`src/rtl/sevenseg_scan_pkg.sv`:
```
`default_nettype none
// ============================================================================
//  Module      : sevenseg_scan_pkg
//  Description : Shared definitions for the seven-segment scan driver:
//                blank segment pattern, scan state encoding and the
//                dwell-counter width helper.
//  Revision    : 1.0 - initial release
// ============================================================================
package sevenseg_scan_pkg;

    // Active-low segments: all ones means every segment dark.
    localparam logic [6:0] SEG_OFF = 7'b1111111;

    typedef enum logic {
        ST_BLANK = 1'b0,
        ST_SHOW  = 1'b1
    } scan_state_t;

    // Width of a counter that must reach max(a, b) - 1; never narrower than 1.
    function automatic int cnt_width(input int a, input int b);
        int m;
        m = (a > b) ? a : b;
        return (m <= 1) ? 1 : $clog2(m);
    endfunction

endpackage : sevenseg_scan_pkg
`default_nettype wire

```
`src/rtl/scan_dwell_counter.sv`:
```
`default_nettype none
// ============================================================================
//  Module      : scan_dwell_counter
//  Description : Loadable up-counter with a synchronous clear and a
//                terminal flag that compares the count against a limit
//                supplied at run time.
//  Ports       : clk, rst      - clock, asynchronous active-high reset
//                i_clear       - synchronous clear to zero (highest priority)
//                i_load        - load i_load_val
//                i_load_val    - value to load
//                i_inc         - increment by one
//                i_limit       - runtime terminal value
//                o_count       - current count
//                o_terminal    - high while o_count == i_limit
//  Revision    : 1.0 - initial release
// ============================================================================
module scan_dwell_counter #(
    parameter int WIDTH = 4
) (
    input  logic             clk,
    input  logic             rst,
    input  logic             i_clear,
    input  logic             i_load,
    input  logic [WIDTH-1:0] i_load_val,
    input  logic             i_inc,
    input  logic [WIDTH-1:0] i_limit,
    output logic [WIDTH-1:0] o_count,
    output logic             o_terminal
);

    logic [WIDTH-1:0] r_count;

    always_ff @(posedge clk or posedge rst) begin
        if (rst) begin
            r_count <= '0;
        end else if (i_clear) begin
            r_count <= '0;
        end else if (i_load) begin
            r_count <= i_load_val;
        end else if (i_inc) begin
            r_count <= r_count + WIDTH'(1);
        end
    end

    assign o_count    = r_count;
    assign o_terminal = (r_count == i_limit);

endmodule : scan_dwell_counter
`default_nettype wire

```
`src/rtl/sevenseg_scan.sv`:
```
`default_nettype none
// ============================================================================
//  Module      : sevenseg_scan
//  Description : Time-multiplexed scan driver for a common-anode display.
//                Each digit is lit for ON_CYCLES, then every anode is off
//                for BLANK_CYCLES to avoid ghosting, round-robin forever.
//  Ports       : clk, rst        - clock, asynchronous active-high reset
//                i_enable        - scanning enabled; low forces blank
//                i_sevenseg      - packed patterns, digit i at [7i+6:7i]
//                o_anodes        - active-low digit enables (one-cold)
//                o_cathodes      - active-low segment lines
//                o_digit_idx     - index of current / next digit
//                o_frame_start   - one-cycle pulse when digit 0 lights
//  Revision    : 1.0 - initial release
// ============================================================================
module sevenseg_scan
    import sevenseg_scan_pkg::*;
#(
    parameter int DIGITS       = 8,
    parameter int ON_CYCLES    = 1000,
    parameter int BLANK_CYCLES = 24
) (
    input  logic                      clk,
    input  logic                      rst,
    input  logic                      i_enable,
    input  logic [7*DIGITS-1:0]       i_sevenseg,
    output logic [DIGITS-1:0]         o_anodes,
    output logic [6:0]                o_cathodes,
    output logic [$clog2(DIGITS)-1:0] o_digit_idx,
    output logic                      o_frame_start
);

    localparam int CNT_W = cnt_width(ON_CYCLES, BLANK_CYCLES);
    localparam int IDX_W = $clog2(DIGITS);

    localparam logic [CNT_W-1:0]  c_ON_LIMIT    = CNT_W'(ON_CYCLES - 1);
    localparam logic [CNT_W-1:0]  c_BLANK_LIMIT = CNT_W'(BLANK_CYCLES - 1);
    localparam logic [IDX_W-1:0]  c_LAST_IDX    = IDX_W'(DIGITS - 1);
    localparam logic [DIGITS-1:0] c_ONE         = DIGITS'(1);

    scan_state_t       r_state;
    scan_state_t       w_state_next;
    logic [IDX_W-1:0]  r_idx;
    logic [IDX_W-1:0]  w_idx_next;
    logic [DIGITS-1:0] r_anodes;
    logic [DIGITS-1:0] w_anodes_next;
    logic [6:0]        r_cathodes;
    logic [6:0]        w_cathodes_next;
    logic              r_frame_start;
    logic              w_frame_next;

    logic              w_cnt_clear;
    logic [CNT_W-1:0]  w_limit;
    logic [CNT_W-1:0]  w_cnt;
    logic              w_terminal;

    logic [6:0]        w_seg [DIGITS];

    // Unpack the flat segment bus into one entry per digit.
    for (genvar g = 0; g < DIGITS; g++) begin : g_seg
        assign w_seg[g] = i_sevenseg[7*g +: 7];
    end

    assign w_limit = (r_state == ST_SHOW) ? c_ON_LIMIT : c_BLANK_LIMIT;

    scan_dwell_counter #(
        .WIDTH (CNT_W)
    ) u_dwell (
        .clk        (clk),
        .rst        (rst),
        .i_clear    (w_cnt_clear),
        .i_load     (1'b0),
        .i_load_val ({CNT_W{1'b0}}),
        .i_inc      (1'b1),
        .i_limit    (w_limit),
        .o_count    (w_cnt),
        .o_terminal (w_terminal)
    );

    // ------------------------------------------------------------------
    // Next-state and next-output logic. Segment data is captured only on
    // the BLANK->SHOW transition so a digit never tears mid-dwell, and the
    // anode-off / cathode-blank happen on the same edge when leaving SHOW.
    // ------------------------------------------------------------------
    always_comb begin
        w_state_next    = r_state;
        w_idx_next      = r_idx;
        w_anodes_next   = r_anodes;
        w_cathodes_next = r_cathodes;
        w_frame_next    = 1'b0;
        w_cnt_clear     = 1'b0;

        if (!i_enable) begin
            // Index is held so scanning resumes on the same digit.
            w_state_next    = ST_BLANK;
            w_cnt_clear     = 1'b1;
            w_anodes_next   = '1;
            w_cathodes_next = SEG_OFF;
        end else begin
            case (r_state)
                ST_BLANK: begin
                    if (w_terminal) begin
                        w_state_next    = ST_SHOW;
                        w_cnt_clear     = 1'b1;
                        w_cathodes_next = w_seg[r_idx];
                        w_anodes_next   = ~(c_ONE << r_idx);
                        w_frame_next    = (r_idx == '0);
                    end
                end
                ST_SHOW: begin
                    if (w_terminal) begin
                        w_state_next    = ST_BLANK;
                        w_cnt_clear     = 1'b1;
                        w_anodes_next   = '1;
                        w_cathodes_next = SEG_OFF;
                        w_idx_next      = (r_idx == c_LAST_IDX) ? '0
                                                               : r_idx + IDX_W'(1);
                    end
                end
                default: begin
                    w_state_next = ST_BLANK;
                    w_cnt_clear  = 1'b1;
                end
            endcase
        end
    end

    always_ff @(posedge clk or posedge rst) begin
        if (rst) begin
            r_state       <= ST_BLANK;
            r_idx         <= '0;
            r_anodes      <= '1;
            r_cathodes    <= SEG_OFF;
            r_frame_start <= 1'b0;
        end else begin
            r_state       <= w_state_next;
            r_idx         <= w_idx_next;
            r_anodes      <= w_anodes_next;
            r_cathodes    <= w_cathodes_next;
            r_frame_start <= w_frame_next;
        end
    end

    assign o_anodes      = r_anodes;
    assign o_cathodes    = r_cathodes;
    assign o_digit_idx   = r_idx;
    assign o_frame_start = r_frame_start;

endmodule : sevenseg_scan
`default_nettype wire
```
`config.mk`:
```
export PLATFORM = sky130hd
export DESIGN_NAME = sevenseg_scan
export DESIGN_NICKNAME = d
export VERILOG_FILES = /design/src/rtl/sevenseg_scan_pkg.sv /design/src/rtl/scan_dwell_counter.sv /design/src/rtl/sevenseg_scan.sv
export SDC_FILE = /design/constraint.sdc
export NUM_CORES = 1
export LEC_CHECK = 0
export ABC_CLOCK_PERIOD_IN_PS = 1900
export CAP_MARGIN = 5
export CORE_ASPECT_RATIO = 1.5
export CORE_MARGIN = 1.5
export CORE_UTILIZATION = 40
export CTS_CLUSTER_DIAMETER = 80
export DETAILED_ROUTE_END_ITERATION = 12
export DONT_BUFFER_PORTS = 1
export PLACE_DENSITY = 0.59
export SLEW_MARGIN = 0
export SYNTH_ARGS = -nofsm -noshare
export SYNTH_HDL_FRONTEND = slang
export SYNTH_SLANG_ARGS = --single-unit
```
`constraint.sdc`:
```
create_clock -name clk -period 1.9 [get_ports clk]
set_clock_uncertainty 0.2 [all_clocks]
set_input_delay 0.38 -clock clk [delete_from_list [all_inputs] [get_ports clk]]
set_output_delay 0.38 -clock clk [all_outputs]
set_load 0.01 [all_outputs]
```
; ---- Word-level counts from Yosys, hierarchy flattened
; Cells that the tools add are included.
; W data, S select, Z words.
[word_totals]
memories = 0
latch_bits = 0
out_inout_bits = 19
regBits = 30
ramBits = 0
romBits = 0
[op_classes]
n_div = 0
bitwise_logic = 3
reduce_logical = 3
add_sub_neg = 2
order_cmp = 1
n_mul = 0
shifts = 1
mux = 22
eq_ne = 4
[op_table]
columns = cell, count
row1 = $mux W7, 5
row2 = $mux W8, 3
row3 = $bmux W7 S3, 1
row4 = $mux W10, 2
row5 = $pmux W8 S2, 1
row6 = $pmux W7 S2, 1
row7 = $add A10 B1 Y10 const B, 1
row8 = $eq A10 B10 Y1, 1
row9 = $not A8 Y8, 1
row10 = $shl A1 B3 Y8 const A, 1
row11 = $mux W1, 7
row12 = $ne A3 B2 Y1 const B, 2
row13 = $ge A4 B4 Y1 const B, 1
row14 = $not A3 Y4, 1
row15 = $add A3 B1 Y3 const B, 1
row16 = $eq A3 B3 Y1 const B, 1
row17 = $logic_not A3 Y1, 1
row18 = $mux W3, 1
row19 = $reduce_and A3 Y1, 1
row20 = $pmux W1 S2, 1
row21 = $reduce_and A2 Y1, 1
row22 = $not A1 Y1, 1

; ---- Longest topological paths before layout
; Gate-level depths: netlist of run 1.
[logic_depth]
word_depth = 7
depth_mapped = 7

; ---- Hierarchy
; Synthesis of run 1 repeated with hierarchy kept, for this count alone.
[hier_totals]
hier_cells = 212
area_unflattened_um2 = 2087.0
[modules_own_cells]
columns = module, instances, cells_per_inst, area_each_um2
row1 = sevenseg_scan, 1, 129, 1368.8
row2 = scan_dwell_counter, 1, 83, 718.2

; ---- Worst setup path after synthesis of run 1
; Ideal clock, no wire load.
[synth_timing]
path_kind = register -> register
startpoint = register r_idx[0] (netlist: o_digit_idx[0])
endpoint = register r_cathodes[1] (netlist: o_cathodes[1])
path_stages_with_launch = 6
required_ps = 1602
setup_slack_ps = -104
t_arrival_ps = 1706
path_cell_list = dfrtp_1 > buf_2 > buf_2 > mux4_2 > mux2i_1 > a21oi_2
[synth_via]
elab_chain_len = 7
[synth_rtl]
columns = element, line
row1 = from (decl), sevenseg_scan.sv:43  ; logic [IDX_W-1:0] r_idx;
row2 = from (signal assigned), sevenseg_scan.sv:137  ; r_idx <= w_idx_next;
row3 = $not A3 Y4 (not written as such), sevenseg_scan.sv:105  ; w_cathodes_next = w_seg[r_idx];
row4 = $bmux W7 S3, sevenseg_scan.sv:105
row5 = $mux W7 (not written as such) (2 in series), sevenseg_scan.sv:105
row6 = $mux W7, sevenseg_scan.sv:102  ; if (w_terminal) begin
row7 = $pmux W7 S2, sevenseg_scan.sv:100  ; case (r_state)
row8 = $mux W7, sevenseg_scan.sv:93  ; if (!i_enable) begin
row9 = to (signal assigned), sevenseg_scan.sv:139  ; r_cathodes <= w_cathodes_next;
row10 = to (decl), sevenseg_scan.sv:47  ; logic [6:0] r_cathodes;
; Every way passes these cells. The select of a mux whose other input is x is not followed.
; A chain may end at the register's enable or synchronous reset.

; ---- Final worst setup path of run 1
[layout_timing]
startpoint = register u_dwell.r_count[6] (netlist: u_dwell.o_count[6])
endpoint = register u_dwell.r_count[1] (netlist: u_dwell.o_count[1])
[layout_via]
elab_chain_len = 4
[layout_rtl]
columns = element, line
row1 = from (decl), scan_dwell_counter.sv:31  ; logic [WIDTH-1:0] r_count;
row2 = from (signal assigned), scan_dwell_counter.sv:39  ; r_count <= i_load_val;
row3 = from (signal assigned), scan_dwell_counter.sv:41  ; r_count <= r_count + WIDTH'(1);
row4 = $eq A10 B10 Y1, scan_dwell_counter.sv:46  ; assign o_terminal = (r_count == i_limit);
row5 = $mux W1, "sevenseg_scan.sv:102, sevenseg_scan.sv:111"
row6 = $mux W1, sevenseg_scan.sv:93
row7 = $mux W10, scan_dwell_counter.sv:36  ; end else if (i_clear) begin
; Every way passes these cells.

==> run metrics, run 1 <==
share of layout cells above drive strength 1=35.8%; sequential area share after synthesis=about 38%; PwrDens=611 mW/mm^2; starting density of the core=41.9%; number of global-route vias before repair=1589; top-area cell type share of the netlist area=19.4%; design area=0.00227 sq mm; reg2reg start=u_dwell.o_count[6]; CP endpoint=u_dwell.o_count[1]; CP Capture Type=flop; RSZ-0062 raised after global routing=no; setup TNS=0 ns; Max VDD drop=0.000313 V; Area after DPL=0.00216 sq mm; initial antenna violation count=0; peak fanout along the critical path=7; Synth async-reset ratio=100%; Layout Area Growth over Synthesis=12.0%; static leakage=0.916 nW; Tmin final=1.81 ns; nets@finish=252; routability congestion estimate from global placement=approximately 0.85; Final Setup Violations=0; max-cap violations=0; core footprint=0.00485 sq mm; max-slew violation count=0; CP required=approximately 1.9 ns; first-pass GRT wire length=7.35 mm; routed len/inst=approximately 18 microns; synth top area cells=dfstp_2, dfrtp_1, mux4_2; HPWL after DPL=3.63 mm; clk sink count=30; drt initial violations=32; mean post-synth cell area=11.5 sq um; final hold violations=0; Worst path max stage delay=0.44 ns; total die area=0.00552 sq mm; crit path launch type=flop; IO Count=78; Yosys cell types=36; Clock Tree Root=clkbuf_8; Synth Cell Area=0.00203 sq mm; CTS buffer count=5; final wirelength=roughly 4.6 mm; GRT overflow=0; worst-path cell with the longest stage delay=dfrtp_1; router iterations before antenna repair=4; status=complete, no violations; Row Count=31; number of synthesized flops with an enable pin=0; Synth top cells by count=mux2i_1, nor2_1, dfrtp_1, dfstp_2, mux4_2; Placed Cells=243; RR Endpoint=u_dwell.o_count[1]; flop2flop setup slack=0.09 ns; Max Root-Sink Buffers=2; Syn. warnings=0; Reg2Reg Depth=4; kind of critical path=flop to flop; Critical Path AT=between 1.5 and 2 ns; cells after synthesis=176; CP Launch Point=u_dwell.o_count[6]; dominant cell type by area after synthesis=dfstp_2; Setup Buffers After CTS=0; TritonCTS clock tree=done; DRC=0; Hold Path Class=input pin to flop; relative slew slack=between 60% and 70%; top_reg_cell synth=dfstp_2; Slew @ Worst Pin=0.490 ns; port buffer count=0; Post-Syn Nets=about 240; Reg clk slew, reported paths=0.07 ns; final std cells w/o fill=around 250; via/cell ratio=a little under 6; Clock Latency Late Sink=0.28 ns; die height=~90 microns; Die Wd=61.2 microns; Achievable Freq=0.552 GHz; final worst-path cycle share=between 90% and 100%; largest net degree at the start of global routing=31; FF+latch count, synth=30; Critical Path, Cell by Cell=nand4_2 -> or3_4 -> a21o_2 -> and3_1; Antenna Nets Post-Route=0; antenna diode instance count=0; GRT Total Usage=18.1%; Via Count=1473; CTS H-tree depth=2
cells in the final DEF (no fill, tap or decap), types with 2 or more instances in the layout:
cell / instances
xnor2_1: 6
nor3_1: 12
mux4_2: 14
nand2b_1: 2
and3_1: 5
nand2_1: 7
dfstp_2: 15
dlygate4sd3_1: 2
buf_4: 12
inv_1: 4
mux2i_1: 16
xor2_1: 2
nor2_1: 16
a21oi_2: 8
clkbuf_8: 6
dfrtp_1: 15
nor3b_1: 2
ha_1: 7
o41ai_1: 7
nand3_1: 3
inv_2: 2
nand3b_1: 8
registers in the layout, summed over array words and instances, names as in the netlist:
register / count
o_digit_idx: 3
o_anodes: 8
u_dwell.o_count: 10
o_frame_start: 1
o_cathodes: 7
r_state: 1
layer usage:
layer	vias to the layer above	global-route usage (%)	wire length (microns)
li1	675	-	-
met1	703	19.0	1620
met3	9	6.45	418
met2	86	31.8	2520
met4	0	6.34	82
met5	-	0	0
repair_timing:
| item | 4_1_cts | 5_1_grt |
|---|---|---|
| hold buffers | 2 | 0 |
| endpoints found under the setup margin | 0 | 1 |
| endpoints found under the hold margin | 16 | 0 |
| gates resized for setup | 0 | 1 |
worst min-delay path by stage:
stage                            start                  to  cells past startpoint
floorplan           u_dwell.o_count[0]  u_dwell.o_count[0]                      1
global placement                   rst       o_frame_start                      2
detailed placement                 rst       o_frame_start                      2
CTS                           i_enable             r_state                      2
global route                  i_enable  u_dwell.o_count[1]                      1
finish                        i_enable             r_state                      2
cell families after synthesis:
logic type,after synthesis,share of synthesized area (%)
fa+ha+maj,7,4.31
mux,31,24.0
buf+inv,18,4.13
xor+xnor,8,3.45
compound gates,20,8.32
flops,30,37.9
simple gates,62,17.9
stage by stage:
step                      util [%]  hold WS (ns)  power [W]  setup slack [ns]
after floorplan                  -         0.237   0.000833            0.0453
after global placement        44.6         0.164   0.000855             0.112
after detailed placement      44.6         0.176   0.000860            0.0624
after CTS                     46.9        0.0486    0.00141            0.0561
after global routing          46.9        0.0601    0.00145           0.00155
final                         46.9        0.0537    0.00139            0.0872
critical path, delay by kind of cell (launching register included):
kind,cells,cell delay (ns)
AOI/OAI and AO/OA,1,0.29
DFF,1,0.44
and+or+nand+nor,3,0.78
power breakdown:
part	total, W	internal (W)	switching (W)
combinational	0.000122	0.0000653	0.0000566
sequential	0.000728	0.000688	0.0000401
clock	0.000539	0.000292	0.000247
total	0.00139	0.00105	0.000344
layout make-up:
type / count / area [sq um]
clock buffer: 7 / 86.3
clock inverter: 1 / 5.00
fill: 471 / 2570
inverter: 6 / 22.5
multi-input combinational: 128 / 1180
sequential: 30 / 769
tap: 66 / 82.6
timing repair buffer: 15 / 130
Note: power is estimated with default switching activity, not from simulation.
==> run 2, diff against run 1 <==
--- a/config.mk
+++ b/config.mk
@@ -8,7 +8,7 @@
 export ABC_CLOCK_PERIOD_IN_PS = 1900
 export CAP_MARGIN = 5
 export CORE_ASPECT_RATIO = 1.5
-export CORE_MARGIN = 1.5
+export CORE_MARGIN = 5
 export CORE_UTILIZATION = 40
 export CTS_CLUSTER_DIAMETER = 80
 export DETAILED_ROUTE_END_ITERATION = 12
==> run metrics, run 2 (synthesized netlist as in run 1, its figures left out) <==
static leakage=0.925 nW (+0.92%); Die Wd=68.2 microns (+11%); Final Setup Violations=0 (unchanged); PwrDens=604 mW/mm^2 (-1.2%); port buffer count=0 (unchanged); buffers and inverters on the worst path=1 (+1); antenna diode instance count=0 (unchanged); Max VDD drop=0.000379 V (+21%); routability congestion estimate from global placement=0.804 (-4.9%); DRC=0 (unchanged); Reg clk slew, reported paths=0.06 ns (about the same); Achievable Freq=0.550 GHz (-0.33%); total die area=0.00663 sq mm (+20%); CTS H-tree depth=2 (unchanged); final core utilization=47.2% (+0.32 points); Placed Cells=243 (unchanged); largest net degree at the start of global routing=31 (unchanged); relative slew slack=67.6% (+0.28 points); TritonCTS clock tree=done; HPWL after DPL=3.73 mm (+2.7%); clk sink count=30 (unchanged); number of global-route vias before repair=1663 (+4.7%); starting density of the core=41.6% (-0.33 points); CP Capture Type=flop; nets@finish=252 (unchanged); Antenna Nets Post-Route=0 (unchanged); crit path launch type=flop; IO Count=78 (unchanged); RSZ-0062 raised after global routing=no; final hold violations=0 (unchanged); first-pass GRT wire length=7.91 mm (+7.6%); router iterations before antenna repair=4 (unchanged); CTS buffer count=5 (unchanged); max FFs per register=10 (unchanged); status=complete, no violations; setup TNS=0 ns (unchanged); drt initial violations=58 (+81%); kind of critical path=flop to flop; Setup Buffers After CTS=0 (unchanged); peak fanout along the critical path=8 (+1); final wirelength=4.69 mm (+1.2%); GRT overflow=0 (unchanged); max-slew violation count=0 (unchanged); Clock Latency Late Sink=0.28 ns (about the same); Slew @ Worst Pin=0.485 ns (-0.00418 ns); max-cap violations=0 (unchanged); Tmin final=1.82 ns (+0.00594 ns); most frequent cells in the layout=mux2i_1, nor2_1, dfstp_2; Hold Path Class=input pin to flop; Layout Area Growth over Synthesis=13.7%; GRT Total Usage=15.4% (-2.7 points); share of layout cells above drive strength 1=36.9% (+1.1 points); Critical Path, Cell by Cell=nand4_2 -> or3_4 -> a21oi_4 -> buf_4 -> nor3_1; Max Root-Sink Buffers=2 (unchanged); CP required=1.84 ns (-0.03 ns); via/cell ratio=5.79 (-0.48%); core footprint=0.00489 sq mm (+0.80%); CP top delay family=simple AND/OR/NAND/NOR gates; Worst path max stage delay=0.46 ns (+0.02 ns); Via Count=1466 (-0.48%); die height=97.3 microns (+7.8%); initial antenna violation count=0 (unchanged); Clock Tree Root=clkbuf_8; final std cells w/o fill=253 (unchanged); final worst-path cycle share=95.7% (+0.31 points); routed len/inst=18.5 microns (+1.2%); Critical Path AT=1.76 ns (-0.03 ns); worst-path cell with the longest stage delay=dfrtp_1; Row Count=31 (unchanged)
-- run 2: cell count changes in the layout (fill, tap and decap cells not counted), sizes merged --
cell and change:
clkbuf -1, clkinvlp +1
-- run 2: cell type report --
type / count / area [sq um]
inverters: 6 / 22.5
fillers: 467 / 2580
flip-flops and latches: 30 / 771
clock buffers: 6 / 82.6
multi-input cells: 128 / 1190
well taps: 66 / 82.6
clock inverters: 2 / 12.5
repair buffers: 15 / 143
-- run 2: what timing repair did --
item	4_1_cts	5_1_grt
setup endpoints to repair	0	20
hold endpoints to repair	16	0
hold buffers	2	0
resized for setup	0	4
-- run 2: metrics by stage --
stage | hold WS (ns) | power (W) | worst slack, ns | cell area, sq um
3_3_place_gp | 0.163 | 0.000856 | 0.0700 | 2170
4_1_cts | 0.0517 | 0.00141 | 0.00808 | 2290
2_1_floorplan | 0.237 | 0.000833 | 0.0453 | 2040
6_report | 0.0600 | 0.00139 | 0.0813 | 2310
3_5_place_dp | 0.176 | 0.000863 | 0.0123 | 2170
5_1_grt | 0.0630 | 0.00145 | 0.000141 | 2310
-- run 2: final timing paths --
check                                      to  cells past startpoint                from  slack, ns
setup / recovery           u_dwell.o_count[4]                      5  u_dwell.o_count[7]       0.08
hold / removal             u_dwell.o_count[1]                      1            i_enable       0.06
setup reg to reg           u_dwell.o_count[4]                      5  u_dwell.o_count[7]       0.08
hold reg to reg            u_dwell.o_count[0]                      1  u_dwell.o_count[0]       0.28
max in group asynchronous       o_cathodes[1]                      3                 rst       0.75
min in group asynchronous  u_dwell.o_count[2]                      3                 rst       0.42
-- run 2: worst reg2reg max path, delay by kind of cell (launching register included) --
family	cells	cell delay, ns
flops	1	0.46
buf+inv	1	0.19
compound gates	1	0.21
simple gates	3	0.62
-- run 2: routing by layer --
layer	routed length, microns	up-vias	track usage [%]
met1	1760	711	18.0
met5	0	-	0
met3	340	13	5.21
met4	134	0	6.43
li1	-	676	-
met2	2450	66	25.1
-- run 2: power by group --
group / switching (W) / internal [W] / leakage [nW]
logic: 0.0000573 / 0.0000655 / 0.525
clock network: 0.000250 / 0.000291 / 0.0472
registers: 0.0000417 / 0.000688 / 0.353
total: 0.000349 / 0.00104 / 0.925
==> run 3, diff against run 2 <==
--- a/config.mk
+++ b/config.mk
@@ -8,7 +8,6 @@
 export ABC_CLOCK_PERIOD_IN_PS = 1900
 export CAP_MARGIN = 5
 export CORE_ASPECT_RATIO = 1.5
-export CORE_MARGIN = 5
 export CORE_UTILIZATION = 40
 export CTS_CLUSTER_DIAMETER = 80
 export DETAILED_ROUTE_END_ITERATION = 12
==> run metrics, run 3 (synthesized netlist as in run 1, its figures left out) <==
status=complete, no violations; smallest setup slack after layout=0.101 ns (+0.0201 ns); Layout Area Growth over Synthesis=13.4%; number of global-route vias before repair=1524 (-8.4%); final hold slack=0.0533 ns (-0.00668 ns); max FFs per register=10 (unchanged); HPWL after DPL=3.64 mm (-2.5%); Area after DPL=0.00216 sq mm (-0.58%); clk sink count=30 (unchanged); final hold violations=0 (unchanged); die height=89.3 microns (-8.2%); DRC=0 (unchanged); share of layout cells above drive strength 1=37.4% (+0.53 points); via/cell ratio=5.75 (-0.82%); CTS buffer count=5 (unchanged); Slew @ Worst Pin=0.505 ns (+0.0196 ns); antenna diode instance count=0 (unchanged); max-slew violation count=0 (unchanged); Critical Path AT=1.78 ns (+0.02 ns); static leakage=0.928 nW (+0.40%); Setup Buffers After CTS=0 (unchanged); Internal Power=0.00114 W (+9.0%); final wirelength=4.72 mm (+0.68%); kind of critical path=flop to flop; Max Root-Sink Buffers=2 (unchanged); crit path launch type=flop; Row Count=31 (unchanged); router iterations before antenna repair=4 (unchanged); final worst-path cycle share=94.7% (-1.1 points); Reg clk slew, reported paths=0.07 ns (about the same); Clock Tree Root=clkbuf_8; CP required=1.88 ns (+0.04 ns); Hold Path Class=input pin to flop; design area=0.00230 sq mm (-0.22%); hold path depth=1 (unchanged); total die area=0.00537 sq mm (-19%); Psw=0.000352 W (+0.91%); initial antenna violation count=0 (unchanged); core footprint=0.00485 sq mm (-0.79%); routability congestion estimate from global placement=0.816 (+1.5%); RSZ-0062 raised after global routing=no; setup TNS=0 ns (unchanged); Die Wd=60.2 microns (-12%); Tmin final=1.80 ns (-0.0201 ns); CTS H-tree depth=2 (unchanged); starting density of the core=41.9% (+0.33 points); Achievable Freq=0.556 GHz (+1.1%); IO Count=78 (unchanged); most frequent cells in the layout=mux2i_1, nor2_1, dfstp_2; Flop pwr share=48.9% (-3.5 points); Place WS=0.0602 ns (+0.0480 ns); peak fanout along the critical path=7 (-1); Tot Pwr=0.00149 W (+7.0%); Antenna Nets Post-Route=0 (unchanged); Clock power frac=42.9% (+4.1 points); nets@finish=252 (unchanged); CP Capture Type=flop; GRT overflow=0 (unchanged); port buffer count=0 (unchanged); relative slew slack=66.3% (-1.3 points); Gate power share=8.2% (-0.6 points); TritonCTS clock tree=done; first-pass GRT wire length=7.19 mm (-9.1%); PwrDens=647 mW/mm^2 (+7.2%); routed len/inst=18.7 microns (+0.68%); Reg2Reg Depth=4 (-1); max-cap violations=0 (unchanged); Final Setup Violations=0 (unchanged); switch share=23.6% (-1.4 points); Max VDD drop=0.000412 V (+8.8%); drt initial violations=30 (-48%); largest net degree at the start of global routing=31 (unchanged); Clock Latency Late Sink=0.29 ns (about the same); Via Count=1454 (-0.82%); GRT Total Usage=18.5% (+3.1 points)
[run 3: per-stage QoR]
step / utilization [%] / cells
after floorplan: - / 176
after global placement: 44.6 / 243
after detailed placement: 44.6 / 243
after CTS: 47.3 / 253
after global routing: 47.5 / 253
final: 47.5 / 253
[run 3: what timing repair did]
item | CTS | global route
endpoints found under the setup margin | 0 | 12
hold endpoints to repair | 16 | 0
resized for setup | 0 | 4
hold buffers | 2 | 0
[run 3: area by class of cell]
cell class / instances / area, sq um
Clock buffer: 5 / 68.8
Inverter: 6 / 22.5
Multi-Input combinational cell: 128 / 1190
Tap cell: 66 / 82.6
Sequential cell: 30 / 772
Timing Repair Buffer: 15 / 130
Fill cell: 454 / 2540
Clock inverter: 3 / 40.0
[run 3: power by group through the flow]
stage          combinational, W  sequential (W)  clock, W
2_1_floorplan          0.000105        0.000728         0
3_3_place_gp           0.000118        0.000737         0
3_5_place_dp           0.000121        0.000739         0
4_1_cts                0.000125        0.000729  0.000650
5_1_grt                0.000136        0.000731  0.000679
6_report               0.000123        0.000729  0.000639
[run 3: critical path: stages (launching register included)]
cell and delay, ns:
dfrtp_1 0.43, nand4_2 0.16, or3_4 0.41, a21o_2 0.30, and3_1 0.20
[run 3: routing by layer]
layer | share of wire [%] | vias to the layer above | global-route usage (%)
li1 | - | 673 | -
met1 | 35 | 702 | 19.1
met2 | 56 | 73 | 33.9
met3 | 7.1 | 6 | 5.50
met4 | 1.8 | 0 | 7.61
met5 | 0 | - | 0
[run 3: final timing paths]
path	start	endpoint	slack, ns
max	u_dwell.o_count[5]	u_dwell.o_count[1]	0.10
min	i_enable	u_dwell.o_count[1]	0.05
max reg2reg	u_dwell.o_count[5]	u_dwell.o_count[1]	0.10
min reg2reg	u_dwell.o_count[0]	u_dwell.o_count[0]	0.29
max in group asynchronous	rst	o_cathodes[4]	0.76
min in group asynchronous	rst	o_frame_start	0.41
